**src/rtl/seq_slice_rca.sv**
```systemverilog
// Multi-cycle ripple-carry adder/subtractor: one SLICE-bit slice per clock, LSB first,
// with the inter-slice carry held in a register and a start/busy/done handshake.
module seq_slice_rca #(
    parameter int WIDTH = 16,
    parameter int SLICE = 4
) (
    input  logic             clk,
    input  logic             rst,
    input  logic             start,
    input  logic             sub,
    input  logic [WIDTH-1:0] a,
    input  logic [WIDTH-1:0] b,
    input  logic             cin,
    output logic             busy,
    output logic             done,
    output logic [WIDTH-1:0] sum,
    output logic             cout,
    output logic             ovf
);

    localparam int NUM_SLICES = WIDTH / SLICE;
    localparam int IDXW       = (NUM_SLICES > 1) ? $clog2(NUM_SLICES) : 1;
    localparam logic [IDXW-1:0] LAST_IDX = IDXW'(NUM_SLICES - 1);

    typedef enum logic [1:0] {
        ST_IDLE = 2'd0,
        ST_RUN  = 2'd1,
        ST_DONE = 2'd2
    } state_t;

    state_t           state_q;
    logic [IDXW-1:0]  idx_q;
    logic             carry_q;
    logic [WIDTH-1:0] a_q;
    logic [WIDTH-1:0] b_q;
    logic [WIDTH-1:0] sum_q;
    logic             cout_q;
    logic             ovf_q;
    logic             busy_q;
    logic             done_q;

    logic [SLICE-1:0] a_sl_s;
    logic [SLICE-1:0] b_sl_s;
    logic [SLICE:0]   slice_d;
    logic             msb_cin_d;
    logic [WIDTH-1:0] sum_d;
    logic             last_s;

    // Current slice arithmetic and the merged sum word it produces.
    always_comb begin
        a_sl_s    = a_q[32'(idx_q) * SLICE +: SLICE];
        b_sl_s    = b_q[32'(idx_q) * SLICE +: SLICE];
        slice_d   = {1'b0, a_sl_s} + {1'b0, b_sl_s} + {{SLICE{1'b0}}, carry_q};
        // Carry into the slice MSB recovered from the MSB sum bit; valid for any SLICE.
        msb_cin_d = a_sl_s[SLICE-1] ^ b_sl_s[SLICE-1] ^ slice_d[SLICE-1];
        sum_d     = sum_q;
        sum_d[32'(idx_q) * SLICE +: SLICE] = slice_d[SLICE-1:0];
        last_s    = (idx_q == LAST_IDX);
    end

    // Control FSM, operand latches and registered result/handshake outputs.
    always_ff @(posedge clk or posedge rst) begin
        if (rst) begin
            state_q <= ST_IDLE;
            idx_q   <= {IDXW{1'b0}};
            carry_q <= 1'b0;
            a_q     <= {WIDTH{1'b0}};
            b_q     <= {WIDTH{1'b0}};
            sum_q   <= {WIDTH{1'b0}};
            cout_q  <= 1'b0;
            ovf_q   <= 1'b0;
            busy_q  <= 1'b0;
            done_q  <= 1'b0;
        end else begin
            case (state_q)
                ST_IDLE, ST_DONE: begin
                    done_q <= 1'b0;
                    if (start) begin
                        a_q     <= a;
                        b_q     <= sub ? ~b : b;
                        carry_q <= sub ? 1'b1 : cin;
                        idx_q   <= {IDXW{1'b0}};
                        busy_q  <= 1'b1;
                        state_q <= ST_RUN;
                    end else begin
                        busy_q  <= 1'b0;
                        state_q <= ST_IDLE;
                    end
                end
                ST_RUN: begin
                    sum_q   <= sum_d;
                    carry_q <= slice_d[SLICE];
                    idx_q   <= idx_q + {{(IDXW-1){1'b0}}, 1'b1};
                    if (last_s) begin
                        cout_q  <= slice_d[SLICE];
                        ovf_q   <= msb_cin_d ^ slice_d[SLICE];
                        busy_q  <= 1'b0;
                        done_q  <= 1'b1;
                        state_q <= ST_DONE;
                    end else begin
                        busy_q  <= 1'b1;
                        done_q  <= 1'b0;
                        state_q <= ST_RUN;
                    end
                end
                default: begin
                    busy_q  <= 1'b0;
                    done_q  <= 1'b0;
                    state_q <= ST_IDLE;
                end
            endcase
        end
    end

    assign busy = busy_q;
    assign done = done_q;
    assign sum  = sum_q;
    assign cout = cout_q;
    assign ovf  = ovf_q;

endmodule

```
**config.mk**
```make
export PLATFORM = sky130hd
export DESIGN_NAME = seq_slice_rca
export DESIGN_NICKNAME = d
export VERILOG_FILES = /design/src/rtl/seq_slice_rca.sv
export SDC_FILE = /design/constraint.sdc
export NUM_CORES = 1
export LEC_CHECK = 0
export CAP_MARGIN = 20
export CELL_PAD_IN_SITES_DETAIL_PLACEMENT = 1
export CELL_PAD_IN_SITES_GLOBAL_PLACEMENT = 1
export CORE_ASPECT_RATIO = 0.9
export CORE_MARGIN = 5
export CORE_UTILIZATION = 36
export CTS_CLUSTER_DIAMETER = 50
export DETAILED_ROUTE_END_ITERATION = 8
export PLACE_DENSITY = 0.73
export SETUP_SLACK_MARGIN = 0.05
export SYNTH_ARGS = -nofsm -noshare
export SYNTH_HDL_FRONTEND = slang
export SYNTH_SLANG_ARGS = --single-unit
```
**constraint.sdc**
```tcl
create_clock -name clk -period 2.8 [get_ports clk]
set_input_delay 0.7 -clock clk [delete_from_list [all_inputs] [get_ports clk]]
set_output_delay 0.7 -clock clk [all_outputs]
set_load 0.005 [all_outputs]
```
* Yosys cells after proc, flatten, opt, wreduce, memory -nomap -nowiden
Index checks and enable logic that the tools add are counted.
** Cells by class
- Add/sub/neg operators :: 4
- $mul :: 0
- Div/mod/pow operators :: 0
- $lt $le $gt $ge :: 0
- Equal/unequal tests :: 4
- Shift-type cells :: 4
- Muxes and demuxes :: 15
- Bitwise gates (word level) :: 4
- Reductions and logical operators :: 6
** Operator list (count)
- 4-bit negator with 34-bit output :: 1
- 4-bit by 34-bit variable shift with 16-bit output, first input constant :: 1
- 4-bit by 34-bit variable part select with 16-bit output :: 1
- 16-bit by 5-bit variable part select with 4-bit output :: 2
- 16-bit bitwise mux :: 1
- 16-bit 2-to-1 mux :: 1
- 16-bit NOT :: 1
- 2-bit case mux with 2 select lines :: 2
- 1-bit 2-to-1 mux :: 7
- 2-bit AND reduction :: 3
- 4-bit by 4-bit adder with 5-bit output :: 1
- 5-bit by 1-bit adder with 5-bit output :: 1
- 2-bit == test, second input constant :: 2
- 2-bit 2-to-1 mux :: 2
- 1-bit case mux with 2 select lines :: 2
- 1-bit bitwise XOR :: 3
- 2-bit by 1-bit adder with 2-bit output, second input constant :: 1
- 2-bit by 1-bit == test with 1-bit output, second input constant :: 1
- 2-bit zero test :: 1
- 2-bit != test, second input constant :: 1
- 2-bit nonzero test :: 1
- 2-bit OR reduction :: 1
** Storage, ports and cells
- Flip-flop bits (word level) :: 57
- Bits in latches :: 0
- RAM bits :: 0
- ROM bits :: 0
- Input bits :: 37
- Output and inout port bits :: 20
- Logic and storage cells :: 47
- Memories kept :: 0

* Longest topological paths before layout
- Depth in word-level cells :: 5
- Depth in mapped cells :: 8
- Gate-level depth less buffers :: 7

* Least setup slack after synthesis
OpenSTA, ideal clock, no wires.
- Path type :: register to register
- Start point :: register idx_q[0]
- End point :: register ovf_q, in the netlist ovf
- Setup time :: 123 ps
- Arrival :: 2713 ps
- Data required time :: 2677 ps
- Slack :: -36 ps
- Cell stages (with the launch flop) :: 9
- Buffers on the path :: 1
- Clock period less this slack :: 2836 ps
- Cell sequence :: dfrtp_1 > buf_4 > mux4_2 > fa_1 > fa_1 > a21o_1 > a21oi_1 > xnor2_1 > o21ai_1
** On the way
- Longest elaborated chain between the ends :: 5
- Elaborated cells on any way between the ends :: 9
- Classes of those cells :: add/sub (2); eq/ne (1); shift (2); bitwise (3); reduce/logical (1)
** Ends and longest elaborated chain
- start: declaration :: RTL line 32 : logic [IDXW-1:0] idx_q;
- start signal: assignment :: RTL line 65 : idx_q <= {IDXW{1'b0}};
- start signal: assignment :: RTL line 82 : idx_q <= {IDXW{1'b0}};
- start signal: assignment :: RTL line 93 : idx_q <= idx_q + {{(IDXW-1){1'b0}}, 1'b1};
- 16-bit by 5-bit variable part select with 4-bit output (on tied branches) :: RTL line 51, 52
- 4-bit by 4-bit adder with 5-bit output :: RTL line 53 : slice_d = {1'b0, a_sl_s} + {1'b0, b_sl_s} + {{SLICE{1'b0}}, carry_q};
- 5-bit by 1-bit adder with 5-bit output :: RTL line 53
- 1-bit bitwise XOR :: RTL line 55 : msb_cin_d = a_sl_s[SLICE-1] ^ b_sl_s[SLICE-1] ^ slice_d[SLICE-1];
- 1-bit bitwise XOR :: RTL line 96 : ovf_q <= msb_cin_d ^ slice_d[SLICE];
- end signal: assignment :: RTL line 96
- end: declaration :: RTL line 38 : logic ovf_q;
Parallel ways exist; a longest one is shown, timed or not.
A chain may end at the register's enable or synchronous reset.

* Worst setup path after layout
Same ends and word-level chain as after synthesis.

==> out/metrics.yaml <==
outcome: "completed"
finalSetupViolations: 0
antenna_found_initial: 0
crit_top_cell: "fa_1"
cts.clk_slew.worst_paths_ns: 0.10
clockBufferDepth: 2
tns_ns: 0
drt-met1-wl_um: 2520
highest_layer: "met4"
ys_seq_area_frac: 0.524
wirelength_um: 5760
yosysWarnings: 0
fin_nets: 316
area_growth_pct: 30.1
fin_skew_ns: 0.0102
powerDensity_nw_per_um2: 1170
dieArea_um2: 9100
drive_above_1_share: 0.167
grt_max_degree: 38
drv_cap: 0
wl_met3_um: 312
synth_nets: 255
p_leak_nw: 1.45
drt_pass1_iterations: 3
vias: 1759
rows: 29
dr_wl_met2_um: 2910
cts.root.buffer_cell: "clkbuf_8"
cts_hold_buf: 0
syn_area_per_cell_um2: 12.7
syn-cell-area_um2: 2630
cts_tree: "done"
ff2ff_setup_slack_ns: 0.18
chipHeight_um: 91.0
final_util: 0.483
finalHoldViolCount: 0
final_common_cell: "clkdlybuf4s50_1"
num_antenna_cells: 0
globalRoute.totalOverflow: 0
critPathCaptureType: "register"
critPathMaxStageDelay_ns: 0.51
fmax_mhz: 382
syn_inst: 207
htreeDepth: 2
core_um2: 7080
synth_cell_types: 31
insertion_delay_ns: 0.31
worst_pin_slew_ns: 0.803
drt_iter0_drc: 43
dp_hpwl_um: 4530
via_per_inst: 4.86
mostFrequentLayoutCells: "clkdlybuf4s50_1 (56), dfrtp_1 (54), nand2_1 (29), xnor2_1 (19), o21ai_0 (19)"
start_util: 0.371
relSlewSlack: 0.464
fillers: 742
ys_ff_latch: 55
crit_type: "register to register"
min_path_type: "register to register"
rsz0062_at_grt: "false"
crit_arrival_ns: 2.82
drv_slew: 0
finalCritPeriodShare: 0.934
cts_setup_buffers: 0
fin_crit_ns: 2.62
clock-sinks: 55
cp_max_fo: 3
numCtsBuffers: 5
cp_data_required_time_ns: 3.00
grt_pass1_wl_um: 9920
cts_resized: 0
drc: 0
gp_congestion: 0.756
crit_path_cell_trace: "mux4_2 > fa_1 > fa_1 > a21o_1 > a21oi_1 > xnor2_1 > o21ai_1"
numPortBuffers: 56
ios: 57
wl_per_cell_um: 15.9
slowest_stage: "mux4_2"
ir_drop_mv: 0.503
startpoint_type: "register"
grt_usage: 0.137
ant_nets: 0
die_w_um: 100
grt_pass1_vias: 2035
==> Yosys cell counts (all sizes together) <==
master,number,share of area
mux2,16,0.069
a21oi,2,0.0038
and2,1,0.0024
o221ai,1,0.0033
a22o,14,0.047
nor4b,1,0.0091
nor2,5,0.010
inv,4,0.0057
clkbuf,5,0.0072
o21ai,20,0.038
xnor2,19,0.063
mux4,8,0.071
fa,2,0.015
nand2b,2,0.0048
a21o,2,0.0057
nand3b,1,0.0029
or3,1,0.0043
buf,5,0.011
nand2,29,0.041
xor2,1,0.0033
ha,9,0.043
dfrtp,55,0.52
and2b,1,0.0033
o31ai,3,0.010
==> cell type report <==
type / instances / area (um^2) / share of cell area
multi-input combinational: 138 / 1190 / 0.348
timing repair buffer: 64 / 633 / 0.185
clock buffer: 6 / 72.6 / 0.0213
inverter: 4 / 15.0 / 0.00440
sequential: 55 / 1380 / 0.403
tap: 93 / 116 / 0.0341
clock inverter: 2 / 12.5 / 0.00366
==> kinds of logic after synthesis <==
| family | count (synthesis) | share of synthesized area |
|---|---|---|
| adder cells (fa/ha/maj) | 11 | 0.0582 |
| AO/OA/AOI/OAI | 42 | 0.108 |
| multiplexers | 24 | 0.140 |
| XOR/XNOR | 20 | 0.0667 |
| flip-flops | 55 | 0.524 |
| AND/OR/NAND/NOR | 41 | 0.0782 |
| buffers and inverters | 14 | 0.0243 |
==> per-stage QoR <==
stage,setup WS (ns),power (mW),hold slack (ns),std cells,instance area [um^2]
floorplan,0.0546,2.79,0.442,207,2630
global placement,0.280,3.55,0.463,354,3330
detailed placement,0.210,3.64,0.471,354,3330
CTS,0.192,4.08,0.493,362,3410
global route,0.0641,4.35,0.521,362,3410
finish,0.184,4.00,0.490,362,3410
==> registers in the layout, summed over array words and instances (netlist names) <==
| register | flops |
|---|---|
| ovf | 1 |
| a_q | 16 |
| state_q | 1 |
| cout | 1 |
| done | 1 |
| b_q | 16 |
| idx_q | 2 |
| carry_q | 1 |
| sum | 16 |
==> layer usage <==
layer,GRT usage,vias to the layer above
li1,-,846
met1,0.173,866
met2,0.236,44
met3,0.0444,3
met4,0.0191,0
met5,0,-
==> path summary, 6_finish.rpt <==
kind | from | cells past startpoint | to
min in group asynchronous | rst | 2 | sum[11]$_DFFE_PP0P_
max reg2reg | idx_q[0]$_DFFE_PP0P_ | 7 | ovf$_DFFE_PP0P_
min reg2reg | b_q[9]$_DFFE_PP0P_ | 2 | b_q[9]$_DFFE_PP0P_
max | idx_q[0]$_DFFE_PP0P_ | 7 | ovf$_DFFE_PP0P_
max in group asynchronous | rst | 3 | a_q[3]$_DFFE_PP0P_
min | b_q[9]$_DFFE_PP0P_ | 2 | b_q[9]$_DFFE_PP0P_
==> where the power goes <==
part           switching, mW  total, mW  internal, mW
clock                  0.264      0.440         0.176
sequential             0.201       1.35          1.15
combinational           1.13       2.21          1.08
==> critical path: cells and delay by family (launching register included) <==
kind | cells | cell delay (ns)
multiplexers | 1 | 0.51
XOR/XNOR | 1 | 0.16
flip-flops | 1 | 0.39
adder cells (fa/ha/maj) | 2 | 0.90
AO/OA/AOI/OAI | 3 | 0.55
No activity file was read; power rests on OpenSTA's default activity.
